<file path="src/rtl/dmi_jtag_dtm.sv">
// dmi_jtag_dtm: RISC-V debug v0.13 JTAG DTM. JTAG pins are oversampled in the
// clk domain, the 1149.1 TAP runs on the synchronised tck edges, and DMI
// Update-DR scans become single-cycle requests on the DMI bus.
// Optional feature macro: DTM_IDCODE_EN (IDCODE instruction present; when
// undefined, IR code 01 is BYPASS and the reset/TLR instruction is 5'h1F).
`timescale 1ns/1ps

module dmi_jtag_dtm #(
    parameter int unsigned ABITS       = 7,
    parameter logic [31:0] IDCODE      = 32'h1000_0B3F,
    parameter int unsigned SYNC_STAGES = 2,
    parameter int unsigned RESP_LAT    = 1
) (
    input  logic             clk,
    input  logic             rst,
    input  logic             tck,
    input  logic             tms,
    input  logic             tdi,
    output logic             tdo,
    output logic             tdo_en,
    output logic [ABITS-1:0] dmi_address,
    output logic [31:0]      dmi_writedata,
    output logic             dmi_read,
    output logic             dmi_write,
    output logic             dmi_ready,
    input  logic [31:0]      dmi_readdata,
    output logic             dtm_busy
);

    localparam int unsigned DRW = ABITS + 34;
    localparam int unsigned CW  = (RESP_LAT > 1) ? $clog2(RESP_LAT) : 1;

    localparam logic [1:0] OP_READ  = 2'd1;
    localparam logic [1:0] OP_WRITE = 2'd2;

`ifdef DTM_IDCODE_EN
    localparam logic [4:0] IR_RESET = 5'h01;
`else
    localparam logic [4:0] IR_RESET = 5'h1F;
`endif

    typedef enum logic [3:0] {
        TAP_RESET, TAP_IDLE,
        TAP_SEL_DR, TAP_CAP_DR, TAP_SHIFT_DR, TAP_EXIT1_DR,
        TAP_PAUSE_DR, TAP_EXIT2_DR, TAP_UPD_DR,
        TAP_SEL_IR, TAP_CAP_IR, TAP_SHIFT_IR, TAP_EXIT1_IR,
        TAP_PAUSE_IR, TAP_EXIT2_IR, TAP_UPD_IR
    } tap_state_t;

    typedef enum logic [1:0] {
        REQ_IDLE, REQ_SEND, REQ_WAIT
    } req_state_t;

    typedef enum logic [1:0] {
        SEL_BYPASS, SEL_IDCODE, SEL_DTMCS, SEL_DMI
    } dr_sel_t;

    // ---------------------------------------------------------------
    // Pin synchronisers and tck edge detection
    // ---------------------------------------------------------------
    logic [SYNC_STAGES-1:0] tck_sync, tms_sync, tdi_sync;
    logic                   tck_prev;
    logic                   tck_s, tms_s, tdi_s;
    logic                   tck_rise, tck_fall;

    assign tck_s    = tck_sync[SYNC_STAGES-1];
    assign tms_s    = tms_sync[SYNC_STAGES-1];
    assign tdi_s    = tdi_sync[SYNC_STAGES-1];
    assign tck_rise = tck_s & ~tck_prev;
    assign tck_fall = ~tck_s & tck_prev;

    // Shift the JTAG pins through equal-depth chains so tms/tdi stay aligned with tck
    always_ff @(posedge clk or posedge rst) begin
        if (rst) begin
            tck_sync <= '0;
            tms_sync <= '0;
            tdi_sync <= '0;
            tck_prev <= 1'b0;
        end else begin
            tck_sync <= {tck_sync[SYNC_STAGES-2:0], tck};
            tms_sync <= {tms_sync[SYNC_STAGES-2:0], tms};
            tdi_sync <= {tdi_sync[SYNC_STAGES-2:0], tdi};
            tck_prev <= tck_s;
        end
    end

    // ---------------------------------------------------------------
    // TAP controller
    // ---------------------------------------------------------------
    tap_state_t tap_state, tap_next;

    // TAP state register, advanced once per synchronised tck rising edge
    always_ff @(posedge clk or posedge rst) begin
        if (rst) tap_state <= TAP_RESET;
        else if (tck_rise) tap_state <= tap_next;
    end

    // Standard 1149.1 next-state table
    always_comb begin
        tap_next = tap_state;
        case (tap_state)
            TAP_RESET:    tap_next = tms_s ? TAP_RESET    : TAP_IDLE;
            TAP_IDLE:     tap_next = tms_s ? TAP_SEL_DR   : TAP_IDLE;
            TAP_SEL_DR:   tap_next = tms_s ? TAP_SEL_IR   : TAP_CAP_DR;
            TAP_CAP_DR:   tap_next = tms_s ? TAP_EXIT1_DR : TAP_SHIFT_DR;
            TAP_SHIFT_DR: tap_next = tms_s ? TAP_EXIT1_DR : TAP_SHIFT_DR;
            TAP_EXIT1_DR: tap_next = tms_s ? TAP_UPD_DR   : TAP_PAUSE_DR;
            TAP_PAUSE_DR: tap_next = tms_s ? TAP_EXIT2_DR : TAP_PAUSE_DR;
            TAP_EXIT2_DR: tap_next = tms_s ? TAP_UPD_DR   : TAP_SHIFT_DR;
            TAP_UPD_DR:   tap_next = tms_s ? TAP_SEL_DR   : TAP_IDLE;
            TAP_SEL_IR:   tap_next = tms_s ? TAP_RESET    : TAP_CAP_IR;
            TAP_CAP_IR:   tap_next = tms_s ? TAP_EXIT1_IR : TAP_SHIFT_IR;
            TAP_SHIFT_IR: tap_next = tms_s ? TAP_EXIT1_IR : TAP_SHIFT_IR;
            TAP_EXIT1_IR: tap_next = tms_s ? TAP_UPD_IR   : TAP_PAUSE_IR;
            TAP_PAUSE_IR: tap_next = tms_s ? TAP_EXIT2_IR : TAP_PAUSE_IR;
            TAP_EXIT2_IR: tap_next = tms_s ? TAP_UPD_IR   : TAP_SHIFT_IR;
            TAP_UPD_IR:   tap_next = tms_s ? TAP_SEL_DR   : TAP_IDLE;
            default:      tap_next = TAP_RESET;
        endcase
    end

    // ---------------------------------------------------------------
    // Instruction / data registers
    // ---------------------------------------------------------------
    logic [4:0]       ir, ir_shift;
    logic [DRW-1:0]   dr_shift, dr_capture, dr_shifted;
    dr_sel_t          dr_sel;

    logic [1:0]       dmistat;
    logic [ABITS-1:0] last_addr;
    logic [31:0]      last_data;
    logic [31:0]      dtmcs_val;
    logic [31:0]      resp_data, cap_data;
    logic [1:0]       cap_status;

    req_state_t       req_state, req_next;
    logic [CW-1:0]    wait_cnt;
    logic [ABITS-1:0] req_addr;
    logic [31:0]      req_data;
    logic [1:0]       req_op;
    logic             busy, resp_done;

    // Instruction decode to the selected data register
    always_comb begin
        dr_sel = SEL_BYPASS;
        case (ir)
`ifdef DTM_IDCODE_EN
            5'h01:   dr_sel = SEL_IDCODE;
`endif
            5'h10:   dr_sel = SEL_DTMCS;
            5'h11:   dr_sel = SEL_DMI;
            default: dr_sel = SEL_BYPASS;
        endcase
    end

    assign dtmcs_val = {14'd0, 1'b0, 1'b0, 1'b0, 3'd1, dmistat, 6'(ABITS), 4'd1};

    // A Capture-DR coinciding with the response edge sees the completed
    // transaction, so capture uses the post-response data and status.
    assign busy       = (req_state != REQ_IDLE);
    assign resp_done  = (req_state == REQ_WAIT) && (wait_cnt == '0);
    assign resp_data  = (req_op == OP_READ) ? dmi_readdata : req_data;
    assign cap_data   = resp_done ? resp_data : last_data;
    assign cap_status = (dmistat != 2'd0) ? dmistat :
                        ((busy && !resp_done) ? 2'd3 : 2'd0);

    // Capture value of the selected data register
    always_comb begin
        dr_capture = '0;
        case (dr_sel)
            SEL_IDCODE: dr_capture[31:0] = IDCODE;
            SEL_DTMCS:  dr_capture[31:0] = dtmcs_val;
            SEL_DMI:    dr_capture = {last_addr, cap_data, cap_status};
            default:    dr_capture = '0;
        endcase
    end

    // One shift step: tdi enters at the MSB of the selected register length
    always_comb begin
        dr_shifted = dr_shift >> 1;
        case (dr_sel)
            SEL_DMI:               dr_shifted[DRW-1] = tdi_s;
            SEL_IDCODE, SEL_DTMCS: dr_shifted[31]    = tdi_s;
            default:               dr_shifted[0]     = tdi_s;
        endcase
    end

    // IR/DR capture-shift-update on tck rise; tdo and its enable on tck fall
    always_ff @(posedge clk or posedge rst) begin
        if (rst) begin
            ir       <= IR_RESET;
            ir_shift <= '0;
            dr_shift <= '0;
            tdo      <= 1'b0;
            tdo_en   <= 1'b0;
        end else begin
            if (tap_state == TAP_RESET) ir <= IR_RESET;
            if (tck_rise) begin
                case (tap_state)
                    TAP_CAP_IR:   ir_shift <= 5'b00001;
                    TAP_SHIFT_IR: ir_shift <= {tdi_s, ir_shift[4:1]};
                    TAP_UPD_IR:   ir       <= ir_shift;
                    TAP_CAP_DR:   dr_shift <= dr_capture;
                    TAP_SHIFT_DR: dr_shift <= dr_shifted;
                    default:      ;
                endcase
            end
            if (tck_fall) begin
                tdo    <= (tap_state == TAP_SHIFT_IR) ? ir_shift[0] : dr_shift[0];
                tdo_en <= (tap_state == TAP_SHIFT_IR) || (tap_state == TAP_SHIFT_DR);
            end
        end
    end

    // ---------------------------------------------------------------
    // Update-DR decoding and DMI request FSM
    // ---------------------------------------------------------------
    logic             upd_dr, dmi_update, dtmcs_update;
    logic             hard_reset, stat_clear, launch, overrun;
    logic [1:0]       scan_op;
    logic [31:0]      scan_data;
    logic [ABITS-1:0] scan_addr;

    assign scan_op      = dr_shift[1:0];
    assign scan_data    = dr_shift[33:2];
    assign scan_addr    = dr_shift[DRW-1:34];
    assign upd_dr       = tck_rise && (tap_state == TAP_UPD_DR);
    assign dmi_update   = upd_dr && (dr_sel == SEL_DMI);
    assign dtmcs_update = upd_dr && (dr_sel == SEL_DTMCS);
    assign hard_reset   = dtmcs_update && dr_shift[17];
    assign stat_clear   = dtmcs_update && dr_shift[16];
    assign launch       = dmi_update && (dmistat == 2'd0) && !busy &&
                          ((scan_op == OP_READ) || (scan_op == OP_WRITE));
    assign overrun      = dmi_update && (dmistat == 2'd0) && busy;

    assign dmi_address   = req_addr;
    assign dmi_writedata = req_data;

    // Request FSM next state and strobe outputs
    always_comb begin
        req_next  = req_state;
        dmi_ready = 1'b0;
        dmi_read  = 1'b0;
        dmi_write = 1'b0;
        dtm_busy  = (req_state != REQ_IDLE);
        case (req_state)
            REQ_IDLE: if (launch) req_next = REQ_SEND;
            REQ_SEND: begin
                dmi_ready = 1'b1;
                dmi_read  = (req_op == OP_READ);
                dmi_write = (req_op == OP_WRITE);
                req_next  = REQ_WAIT;
            end
            REQ_WAIT: if (wait_cnt == '0) req_next = REQ_IDLE;
            default:  req_next = REQ_IDLE;
        endcase
        if (hard_reset) req_next = REQ_IDLE;
    end

    // Request state, latency counter, request/result registers and sticky status
    always_ff @(posedge clk or posedge rst) begin
        if (rst) begin
            req_state <= REQ_IDLE;
            wait_cnt  <= '0;
            req_addr  <= '0;
            req_data  <= '0;
            req_op    <= 2'd0;
            last_addr <= '0;
            last_data <= '0;
            dmistat   <= 2'd0;
        end else begin
            req_state <= req_next;
            if (req_state == REQ_SEND) wait_cnt <= CW'(RESP_LAT - 1);
            else if ((req_state == REQ_WAIT) && (wait_cnt != '0)) wait_cnt <= wait_cnt - CW'(1);
            if (launch) begin
                req_addr  <= scan_addr;
                req_data  <= scan_data;
                req_op    <= scan_op;
                last_addr <= scan_addr;
            end
            if (resp_done && !hard_reset) last_data <= resp_data;
            if (hard_reset || stat_clear) dmistat <= 2'd0;
            else if (overrun) dmistat <= 2'd3;
        end
    end

endmodule

</file>
<file path="config.mk">
export PLATFORM = sky130hd
export DESIGN_NAME = dmi_jtag_dtm
export DESIGN_NICKNAME = d
export VERILOG_FILES = /design/src/rtl/dmi_jtag_dtm.sv
export SDC_FILE = /design/constraint.sdc
export NUM_CORES = 1
export LEC_CHECK = 0
export ABC_CLOCK_PERIOD_IN_PS = 5700
export BUFFER_PORTS_ARGS = -buffer_cell sky130_fd_sc_hd__buf_4
export CORE_MARGIN = 2
export CORE_UTILIZATION = 60
export CTS_BUF_LIST = sky130_fd_sc_hd__clkbuf_8
export DETAILED_ROUTE_END_ITERATION = 6
export GPL_TIMING_DRIVEN = 0
export PLACE_DENSITY = 0.92
export RECOVER_POWER = 25
export SYNTH_ARGS = -nofsm -noshare
export SYNTH_HDL_FRONTEND = slang
export SYNTH_SLANG_ARGS = --single-unit
</file>
<file path="constraint.sdc">
create_clock -name clk -period 5.7 [get_ports clk]
set_clock_uncertainty 0.05 [all_clocks]
set_input_delay 1.425 -clock clk [delete_from_list [all_inputs] [get_ports clk]]
set_output_delay 1.425 -clock clk [all_outputs]
set_load 0.005 [all_outputs]
</file>
=== After elaboration in Yosys (flattened, before gate mapping) ===
Index checks and enable logic that the tools add are counted.

* Flip-flop bits (word level): 142
* Output and inout port bits: 45
* Input bits: 37
* Word-level logic and storage cells: 127

* Bitwise operators: 5
* Reduce and logical (&&, ||, !) cells: 36
* Add/sub/neg operators: 1
* Multiplexer cells: 40
* Equality and inequality tests: 28

{| class="wikitable"
|+ Operator list
! kind !! number
|-
| 32-bit one-hot mux with 3 select lines || 1
|-
| 41-bit one-hot mux with 2 select lines || 1
|-
| 32-bit two-way mux || 2
|-
| 4-bit one-hot mux with 12 select lines || 1
|-
| 4-bit equality test (second input constant) || 8
|-
| 2-bit two-way mux || 10
|-
| 4-bit by 3-bit equality test with 1-bit output (second input constant) || 4
|-
| 4-bit two-way mux || 4
|-
| 5-bit two-way mux || 3
|-
| 1-bit logical AND || 13
|-
| 1-bit two-way mux || 12
|-
| 2-bit nonzero test || 6
|-
| 2-bit equality test (second input constant) || 5
|-
| 5-bit equality test (second input constant) || 2
|-
| 5-bit one-hot mux with 2 select lines || 1
|-
| 9-bit two-way mux || 1
|-
| 2-bit by 1-bit equality test with 1-bit output (second input constant) || 4
|-
| 4-bit by 2-bit equality test with 1-bit output (second input constant) || 2
|-
| 3-bit two-way mux || 2
|-
| 3-bit != test (second input constant) || 2
|-
| 2-bit one-hot mux with 3 select lines || 1
|-
| 2-bit AND reduction || 3
|-
| 2-bit OR reduction || 3
|-
| 3-bit OR reduction || 2
|-
| other kinds (9) || 17
|}

=== Longest topological paths before layout ===
Gate-level depths: netlist of the first run.

* Depth after elaboration: 10
* Gate-level depth with buffers: 7
* Gate-level depth less buffers: 4

=== Worst setup path before layout of the first run ===
OpenSTA, ideal clock, no wires.

* Path type: flip-flop to output port
* Start point: register req_op[1]
* End point: output port dmi_read
* Slack: 3.269 ns
* Data required time: 4.225 ns
* Arrival time: 0.956 ns
* Stages on the path, launching flop included: 5
* Path buffers: 2
* Cell sequence: dfrtp_1 > nand2b_1 > buf_2 > buf_2 > nor2_1

* Word-level cells in the longest chain between the ends: 2

{| class="wikitable"
|+ Ends and longest elaborated chain
! what !! line !! source
|-
| start, declared || 140 || <nowiki>logic [1:0] req_op;</nowiki>
|-
| start signal, assigned || 278 || <nowiki>req_op <= scan_op;</nowiki>
|-
| 2-bit by 1-bit equality test with 1-bit output || 250 || <nowiki>dmi_read = (req_op == OP_READ);</nowiki>
|-
| 1-bit two-way mux || 246 || <nowiki>case (req_state)</nowiki>
|-
| end, declared || 23 || <nowiki>output logic dmi_read,</nowiki>
|}

No other way between the ends.

=== Worst setup path after layout of the first run ===
* Start point: register req_op[0]
* End point: output port dmi_read

Same word-level chain as after synthesis.

==> results of run 1 <==
[sequential cells by signal, indices dropped and copies added, names as in the netlist, 2 cells and up]
signal / cells
dmi_address: 7
tck_sync: 2
ir_shift: 5
req_state: 2
dr_shift: 41
tms_sync: 2
ir: 5
tdi_sync: 2
req_op: 2
dmi_writedata: 32
last_data: 32
tap_state: 4
[layout make-up]
class                      instances  area share (%)
timing repair buffer              82            7.97
clock inverter                    10            1.55
clock buffer                      20            3.45
multi-input combinational        408            36.0
buffer                            44            2.87
inverter                          34            1.62
tap                              140            2.20
sequential                       141            44.3
[per-layer routing]
metal	GRT usage, %	wire length, µm
met5	0	0
met1	36.0	6770
met4	15.6	457
met2	48.0	8250
met3	6.06	1030
[synth_stat cells (all sizes together) (2+ instances only)]
| cell type | instances |
|---|---|
| a211o | 28 |
| a211oi | 9 |
| a21oi | 8 |
| a221o | 2 |
| a31oi | 34 |
| a32oi | 2 |
| and2 | 2 |
| buf | 23 |
| clkbuf | 21 |
| dfrtp | 136 |
| dfstp | 5 |
| inv | 34 |
| mux2 | 48 |
| mux2i | 63 |
| nand2 | 53 |
| nand2b | 12 |
| nand3 | 7 |
| nand3b | 3 |
| nor2 | 74 |
| nor2b | 3 |
| nor3 | 5 |
| nor3b | 2 |
| nor4 | 2 |
| nor4b | 3 |
| o211ai | 5 |
| o21ai | 21 |
| or3 | 4 |
| or3b | 2 |
| or4b | 2 |
| xnor2 | 2 |
[cells in the final DEF, fill, tap and decap left out, drive strengths merged, types with 4 or more instances in the layout]
cell	netlist	final
a31oi	34	34
nor2	74	74
mux2	48	48
nand3	7	7
or3	4	4
mux2i	63	63
o211ai	5	5
nor3	5	5
inv	34	36
nand2b	12	12
o21ai	21	21
a211o	28	28
dfrtp	136	136
a211oi	9	9
buf	23	101
clkbuf	21	45
nand2	53	53
dfstp	5	5
a21oi	8	8
[cells by family after synthesis]
family                 count (synthesis)
AO/OA/AOI/OAI                        117
flip-flops                           141
AND/OR/NAND/NOR                      177
buffers and inverters                 78
multiplexers                         112
XOR/XNOR                               2
[power groups by stage]
stage          Combinational, mW  Clock, mW  Sequential [mW]
2_1_floorplan              0.396          0             1.28
3_3_place_gp               0.493          0             1.33
3_5_place_dp               0.531          0             1.35
4_1_cts                    0.538      0.826             1.33
5_1_grt                    0.597      0.869             1.36
6_report                   0.540      0.826             1.34
[final timing paths]
check	start	to	slack (ns)
max	req_op[0]	dmi_read	2.49
min	tms_sync[0]	tms_sync[1]	0.30
max reg2reg	tap_state[1]	dmi_writedata[24]	2.96
min reg2reg	tms_sync[0]	tms_sync[1]	0.30
max in group asynchronous	rst	req_state[1]	2.63
min in group asynchronous	rst	last_data[2]	1.71
[critical path, stage by stage (launching register included)]
cell      delay (ns)
dfrtp_1         0.39
nand2b_1        0.08
buf_2           0.23
buf_2           0.36
nor2_1          0.09
buf_4           0.14
[through the flow]
stage | cells | setup TNS (ns) | hold WS, ns | area, µm² | setup WS (ns)
CTS | 879 | 0 | 0.307 | 7990 | 2.49
finish | 879 | 0 | 0.303 | 7970 | 2.49
global route | 879 | 0 | 0.308 | 7970 | 2.21
global placement | 848 | -124.73 | 0.282 | 7560 | -0.927
detailed placement | 849 | 0 | 0.290 | 7590 | 2.98
floorplan | 627 | 0 | 0.281 | 6780 | 0.452
==> flow_summary_export.csv, run 1 <==
group,metric,value,unit
final_layout,multi_input_comb_area,2870,µm²
routing,wl_per_cell,18.8,µm
clock_network,htree_levels,4,
final_layout,fill_cells,728,
synthesis,yosys.area_share.simple,12.4,%
place,hpwl,11400,µm
synthesis,yosys_warnings,0,
clock_network,ctsResizeCount,0,
synthesis,synth_area_leaders,"dfrtp_1, mux2i_1, mux2_1",
routing,num_vias,5357,
synthesis,synth_edf_count,0,
die,die_h,110,µm
clock_network,post_cts_buffers,0,
final_layout,area_growth,17.7,%
clock_network,insertion_delay,0.46,ns
global_route,grt_max_degree,80,
synthesis,syn_area,6780,µm²
clock_network,clock-sinks,141,
global_route,grt_pass1_wl,26600,µm
synthesis,async_flop_share,100,%
pwr,combPwrFrac,20.0,%
die,coreArea,10900,µm²
pwr,powerDensity,339,nW/µm²
setup_path,end_kind,"primary output",
clock_network,path_clk_slew,0.07,ns
setup_path,start_kind,"flop",
setup_path,worstSetupPathType,"flop to primary output",
sta,hold_violations,0,
pwr,internal-power,1.85,mW
synthesis,synth_top_area_share,50.2,%
pwr,p_seq_share,49.5,%
run_status,violations,"capacitance limit, slew limit",
setup_path,cp.arrival,1.73,ns
sta,timing.final.max_slew_violations,63,
die,die_area,12200,µm²
die,fp.dieW,110,µm
clock_network,cts_tree,"built",
synthesis,synth_compound_area_share,12.2,%
die,num_rows,38,
die,io_pins,82,
routing,ant_nets,0,
final_layout,antenna_cells,0,
global_route,grt_use_total,29.1,%
final_layout,final_util,72.9,%
pwr,pwr-share-clk,30.5,%
synthesis,syn_area_per_cell,10.8,µm²
global_route,grt_overflow,0,
synthesis,synth_top_cell_by_area,"dfrtp_1",
synthesis,syn_nets,664,
hold_path,hold_class,"flop to flop",
setup_path,cp.required,4.22,ns
synthesis,synthDistinctLibCells,57,
global_route,grt_pass1_vias,5616,
final_layout,regArea,3530,µm²
routing,firstDrtPassIters,7,
setup_path,path_max_fanout,10,
clock_network,postCtsHoldBufs,0,
pwr,p_sw,0.860,mW
place,place_congestion,0.862,
routing,routed_wl,16500,µm
routing,drt_iter0_drc,461,
synthesis,synthMuxAreaShare,17.7,%
setup_path,reg2reg_depth,6,
sta,rsz0062_at_grt,"false",
hold_path,hold_depth,0,
run_status,status,"finished with violations",
synthesis,syn_inst,627,
sta,finalSetupViolCount,0,
sta,min_period,3.21,ns
place,portBuffers,81,
pwr,swShare,31.8,%
synthesis,ys.flop_type,"dfrtp_1",
synthesis,ys_ff_latch,141,
clock_network,ctsLongestPathBuffers,2,
pwr,fin_total_pwr,2.71,mW
routing,vias_per_cell,6.09,
pwr,ir_worst_vdd,0.000223,V
clock_network,cts_buffers,17,
synthesis,synth_top_family_by_area,"multiplexers",
final_layout,nets,765,
pwr,p_leak,3.89,nW
routing,drc,0,
flow_run,cap_violations,1,
synthesis,synth_xor_xnor_area_share,0.258,%
sta,timing.final.crit_share,56.3,%
die,start_util,62.0,%
synthesis,synth-seq-area-share,52.2,%
global_route,antenna_found_initial,0,
sta,relSlewSlack,-87.1,%
sta,clock.fmax,312,MHz
final_layout,layout-drive-gt1-share,21.1,%
sta,tightestPinTransition,2.79,ns
clock_network,cts_root_buf,"clkbuf_8",
synthesis,synthAdderAreaFrac,0,%
Power figures use the tool's default switching activity.
==> run 2: changes to the inputs <==
--- a/config.mk
+++ b/config.mk
@@ -5,14 +5,14 @@
 export SDC_FILE = /design/constraint.sdc
 export NUM_CORES = 1
 export LEC_CHECK = 0
-export ABC_CLOCK_PERIOD_IN_PS = 5700
+export ABC_CLOCK_PERIOD_IN_PS = 2800
 export BUFFER_PORTS_ARGS = -buffer_cell sky130_fd_sc_hd__buf_4
 export CORE_MARGIN = 2
-export CORE_UTILIZATION = 60
+export CORE_UTILIZATION = 55
 export CTS_BUF_LIST = sky130_fd_sc_hd__clkbuf_8
 export DETAILED_ROUTE_END_ITERATION = 6
 export GPL_TIMING_DRIVEN = 0
-export PLACE_DENSITY = 0.92
+export PLACE_DENSITY = 0.89
 export RECOVER_POWER = 25
 export SYNTH_ARGS = -nofsm -noshare
 export SYNTH_HDL_FRONTEND = slang
==> constraint.sdc (replaced) <==
create_clock -name clk -period 2.8 [get_ports clk]
set_clock_uncertainty 0.05 [all_clocks]
set_input_delay 0.7 -clock clk [delete_from_list [all_inputs] [get_ports clk]]
set_output_delay 0.7 -clock clk [all_outputs]
set_load 0.005 [all_outputs]
==> run 2 against run 1 <==
  * Hold slack better by 0.00064 ns
  * Register-to-register slack worse by 2.6 ns
  * Critical endpoint is now dmi_write
  * Critical path type unchanged
  * Final cell count is 1.3% higher
  * The flow now finishes without violations
  * Count of clock-buffer cells in the layout is 3 lower
==> flow_summary_export.csv, run 2 (same netlist as run 1, synthesis figures left out) <==
group,metric,value,unit
setup_path,reg2reg_slack,0.39,ns
run_status,status,"finished clean",
die,die_h,115,µm
routing,wl_per_cell,18.1,µm
sta,tightestPinTransition,1.25,ns
final_layout,final_common_cell,"dfrtp_1",
global_route,grt_max_degree,44,
sta,min_period,2.46,ns
hold_path,min_from,"tdi_sync[0]",
final_layout,area_growth,18.4,%
hold_path,hold_depth,0,
routing,ant_nets,0,
clock_network,postCtsHoldBufs,0,
sta,clock.fmax,406,MHz
place,portBuffers,81,
global_route,grt_overflow,0,
hold_path,hold_end,"tdi_sync[1]",
sta,finalSetupViolCount,0,
setup_path,end_kind,"primary output",
routing,drt_iter0_drc,510,
sta,relSlewSlack,16.5,%
clock_network,htree_levels,4,
sta,hold_violations,0,
die,io_pins,82,
setup_path,cp.required,2.05,ns
global_route,grt_pass1_wl,26300,µm
pwr,p_leak,3.89,nW
setup_path,path_max_fanout,8,
setup_path,cpPeakStageDelay,0.45,ns
clock_network,cts_buffers,17,
setup_path,crit_buf_inv,1,
final_layout,final_util,66.8,%
final_layout,nets,767,
routing,vias_per_cell,6.00,
setup_path,crit_chain,"nand2b_1, nor3b_1, buf_4",
final_layout,fin_area,8020,µm²
setup_path,crit_family,"simple AND/OR/NAND/NOR gates",
die,coreArea,12000,µm²
place,placed_area,7630,µm²
setup_path,reg2reg_depth,6,
die,die_area,13200,µm²
setup_path,worstReg2RegStart,"ir[4]",
routing,drc,0,
clock_network,ctsResizeCount,0,
hold_path,hold_class,"flop to flop",
routing,firstDrtPassIters,7,
die,start_util,56.4,%
global_route,grt_use_total,25.4,%
setup_path,worstSetupPathType,"flop to primary output",
sta,setup_tns,0,ns
global_route,antenna_found_initial,0,
global_route,grt_pass1_vias,5349,
clock_network,ctsLongestPathBuffers,2,
routing,routed_wl,16100,µm
pwr,ir_worst_vdd,0.000273,V
clock_network,post_cts_buffers,0,
setup_path,crit_slowest_cell,"dfrtp_1",
clock_network,cts_root_buf,"clkbuf_8",
sta,holdWs,0.304,ns
final_layout,largest_reg_flops,41,
place,hpwl,11300,µm
clock_network,cts_tree,"built",
sta,rsz0062_at_grt,"false",
die,num_rows,40,
final_layout,regMostFlops,"dr_shift",
pwr,powerDensity,686,nW/µm²
setup_path,cp.arrival,1.71,ns
clock_network,clock-sinks,141,
sta,timing.final.max_slew_violations,0,
flow_run,cap_violations,0,
final_layout,layout_common_cells,"dfrtp_1, buf_4, nor2_1",
die,fp.dieW,115,µm
setup_path,reg2reg_to,"dmi_address[1]",
sta,timing.final.crit_share,88.0,%
clock_network,path_clk_slew,0.08,ns
setup_path,start_kind,"flop",
routing,num_vias,5342,
clock_network,insertion_delay,0.45,ns
final_layout,layout-drive-gt1-share,21.9,%
place,place_congestion,0.867,
final_layout,antenna_cells,0,
-- run 2: changes by cell type in the layout (fill, tap and decap cells not counted) --
cell and change:
clkbuf_8 -3, clkinv_4 +3, clkinvlp_4 +3, buf_12 +2, inv_1 -2, buf_16 -1, clkbuf_2 +1, inv_6 +1
nor4b_1 -1, nor4b_4 +1
-- run 2: how the worst max path moves through the flow --
stage / startpoint / endpoint / cells past startpoint / slack (ns)
after CTS: req_state[1] / dmi_write / 3 / 0.30
after global routing: req_state[1] / dmi_write / 3 / 0.23
after floorplan: rst / dmi_address[0] / 1 / 0.29
after global placement: rst / dmi_writedata[23] / 2 / -0.51
after detailed placement: ir[4] / dmi_address[1] / 6 / 0.45
final: req_state[1] / dmi_write / 3 / 0.34
-- run 2: final cells by class --
cell class | count | area, µm²
fill | 855 | 3990
sequential | 141 | 3530
multi-input combinational | 408 | 2890
timing repair buffer | 84 | 653
clock buffer | 17 | 234
buffer | 44 | 229
tap | 147 | 184
clock inverter | 15 | 174
inverter | 34 | 129
-- run 2: layer usage --
metal	share of wire, %	global-route usage (%)
met1	41	32.0
met2	50	42.4
met3	6.6	5.22
met4	2.7	11.6
met5	0	0
-- run 2: power breakdown --
group	switching (mW)	leakage [nW]	internal [mW]	total, mW
Sequential	0.334	1.68	2.38	2.71
Combinational	0.650	2.01	0.461	1.11
Clock	0.805	0.199	0.877	1.68
Total	1.79	3.89	3.71	5.50
-- run 2: stage by stage --
stage	worst slack [ns]	total power [mW]	instances
2_1_floorplan	0.291	3.42	627
3_3_place_gp	-0.514	3.72	855
3_5_place_dp	0.451	3.82	858
4_1_cts	0.304	5.50	890
5_1_grt	0.228	5.78	890
6_report	0.337	5.50	890
-- run 2: worst reg2reg max path, cell delays in order (launching register included) --
cell	delay [ns]
dfstp_2	0.54
nor4b_2	0.50
and2_1	0.27
and3_1	0.16
buf_2	0.22
buf_6	0.20
mux2_1	0.35
==> run 3: changes to the inputs <==
--- a/config.mk
+++ b/config.mk
@@ -7,13 +7,17 @@
 export LEC_CHECK = 0
 export ABC_CLOCK_PERIOD_IN_PS = 2800
 export BUFFER_PORTS_ARGS = -buffer_cell sky130_fd_sc_hd__buf_4
+export CAP_MARGIN = 20
+export CELL_PAD_IN_SITES_DETAIL_PLACEMENT = 1
+export CELL_PAD_IN_SITES_GLOBAL_PLACEMENT = 2
 export CORE_MARGIN = 2
-export CORE_UTILIZATION = 55
+export CORE_UTILIZATION = 36
 export CTS_BUF_LIST = sky130_fd_sc_hd__clkbuf_8
 export DETAILED_ROUTE_END_ITERATION = 6
 export GPL_TIMING_DRIVEN = 0
 export PLACE_DENSITY = 0.89
 export RECOVER_POWER = 25
+export SKIP_CTS_REPAIR_TIMING = 1
 export SYNTH_ARGS = -nofsm -noshare
 export SYNTH_HDL_FRONTEND = slang
 export SYNTH_SLANG_ARGS = --single-unit
==> run 3 against run 2 <==
  * The flow now finishes with violations (capacitance limit, slew limit)
  * Total power barely moved
  * Clock power hardly changed
  * Sequential power is essentially flat
  * Routed wire length up 16%
  * Count of clock-buffer cells in the layout increased by 1
  * Global-route usage decreased by 5.8 points
  * Non-clock buffer count unchanged
  * Flip-flop and latch count unchanged
  * Sequential share of layout area down 0.42 points
  * Combinational power is essentially flat
  * Worst setup slack worse by 0.15 ns
  * Core utilization is 23 points lower
==> flow_summary_export.csv, run 3 (same netlist as run 1, synthesis figures left out) <==
group,metric,value,unit
pwr,p_leak,3.88,nW
sta,min_period,2.61,ns
routing,wl_per_cell,19.1,µm
final_layout,fill_cells,2047,
global_route,grt_max_degree,43,
place,dp.cells,945,
flow_run,cap_violations,1,
final_layout,nets,767,
place,place_congestion,0.823,
setup_path,start_kind,"flop",
global_route,grt_use_total,19.5,%
final_layout,regMostFlops,"dr_shift",
sta,timing.final.max_slew_violations,35,
global_route,grt_overflow,0,
run_status,status,"finished with violations",
sta,hold_violations,0,
die,die_h,141,µm
sta,clock.fmax,383,MHz
setup_path,reg2reg_slack,0.29,ns
final_layout,final_cells,976,
place,portBuffers,81,
setup_path,worstSetupPathType,"flop to primary output",
global_route,grt_pass1_vias,5675,
routing,vias_per_cell,5.30,
clock_network,clock-sinks,141,
final_layout,final_common_cell,"dfrtp_1",
place,dp_slack,0.370,ns
sta,relSlewSlack,-3.19,%
die,coreArea,18600,µm²
global_route,antenna_found_initial,0,
final_layout,antenna_cells,0,
clock_network,path_clk_slew,0.08,ns
sta,timing.final.crit_share,93.3,%
final_layout,area_growth,19.5,%
run_status,violations,"capacitance limit, slew limit",
sta,finalSetupViolCount,0,
die,die_area,19900,µm²
hold_path,hold_class,"flop to flop",
setup_path,end_kind,"primary output",
routing,num_vias,5171,
routing,drc,0,
setup_path,cp.required,2.05,ns
clock_network,insertion_delay,0.47,ns
clock_network,cts_buffers,17,
pwr,powerDensity,680,nW/µm²
final_layout,layout-drive-gt1-share,22.0,%
pwr,ir_worst_vdd,0.000327,V
setup_path,cp.arrival,1.86,ns
setup_path,path_max_fanout,10,
clock_network,htree_levels,4,
final_layout,regArea,3530,µm²
sta,tightestPinTransition,1.54,ns
die,fp.dieW,141,µm
sta,postLayoutSetupSlackWorst,0.188,ns
routing,drt_iter0_drc,239,
die,num_rows,50,
final_layout,layout_common_cells,"dfrtp_1, buf_4, nor2_1",
sta,holdWs,0.305,ns
sta,rsz0062_at_grt,"false",
clock_network,ctsLongestPathBuffers,2,
global_route,grt_pass1_wl,30200,µm
final_layout,final_util,43.6,%
routing,routed_wl,18600,µm
final_layout,largest_reg_flops,41,
routing,firstDrtPassIters,5,
pwr,fin_total_pwr,5.51,mW
final_layout,multi_input_comb_area,2890,µm²
place,hpwl,13300,µm
die,start_util,36.5,%
clock_network,cts_root_buf,"clkbuf_8",
die,io_pins,82,
clock_network,cts_tree,"built",
routing,ant_nets,0,
-- run 3: cell types whose count changed in the layout (fill, tap and decap cells not counted) --
cell,previous run,this run
clkinvlp_4,4,2
buf_12,2,1
clkbuf_2,1,2
inv_6,1,2
bufinv_16,3,2
clkbuf_8,17,18
inv_1,33,32
clkinv_4,3,4
-- run 3: cell type report --
class | count | share of cell area [%]
Sequential cell | 141 | 43.6
Buffer | 44 | 2.83
Tap cell | 234 | 3.62
Clock buffer | 18 | 3.06
Multi-Input combinational cell | 408 | 35.6
Inverter | 34 | 1.59
Clock inverter | 13 | 1.76
Timing Repair Buffer | 84 | 7.88
-- run 3: per-layer routing --
metal  GRT usage [%]  share of wire, %
met1            24.7                45
met4            5.26               1.3
met2            33.3                50
met5               0                 0
met3            5.10               3.4
-- run 3: path summary, 6_finish.rpt --
| kind | from | endpoint | cells past startpoint |
|---|---|---|---|
| setup / recovery | req_op[0] | dmi_read | 5 |
| hold / removal | tck_sync[0] | tck_sync[1] | 0 |
| setup reg to reg | tap_state[0] | dr_shift[8] | 6 |
| hold reg to reg | tck_sync[0] | tck_sync[1] | 0 |
| max in group asynchronous | rst | last_data[28] | 4 |
| min in group asynchronous | rst | last_data[6] | 2 |
-- run 3: stage by stage --
| stage | instance area, µm² | TNS, ns |
|---|---|---|
| floorplan | 6780 | 0 |
| global placement | 7680 | -86.71 |
| detailed placement | 7740 | 0 |
| CTS | 8130 | 0 |
| global route | 8100 | 0 |
| finish | 8100 | 0 |
-- run 3: where the power goes --
group / total (mW) / switching, mW / internal, mW
clock network: 1.66 / 0.844 / 0.814
registers: 2.72 / 0.346 / 2.38
logic: 1.13 / 0.669 / 0.459
total: 5.51 / 1.86 / 3.65
-- run 3: critical path: stages (launching register included) --
cell and delay [ns]:
dfrtp_1 0.39, nand2b_1 0.07, buf_2 0.24, buf_2 0.38, nor2_1 0.15, buf_4 0.16
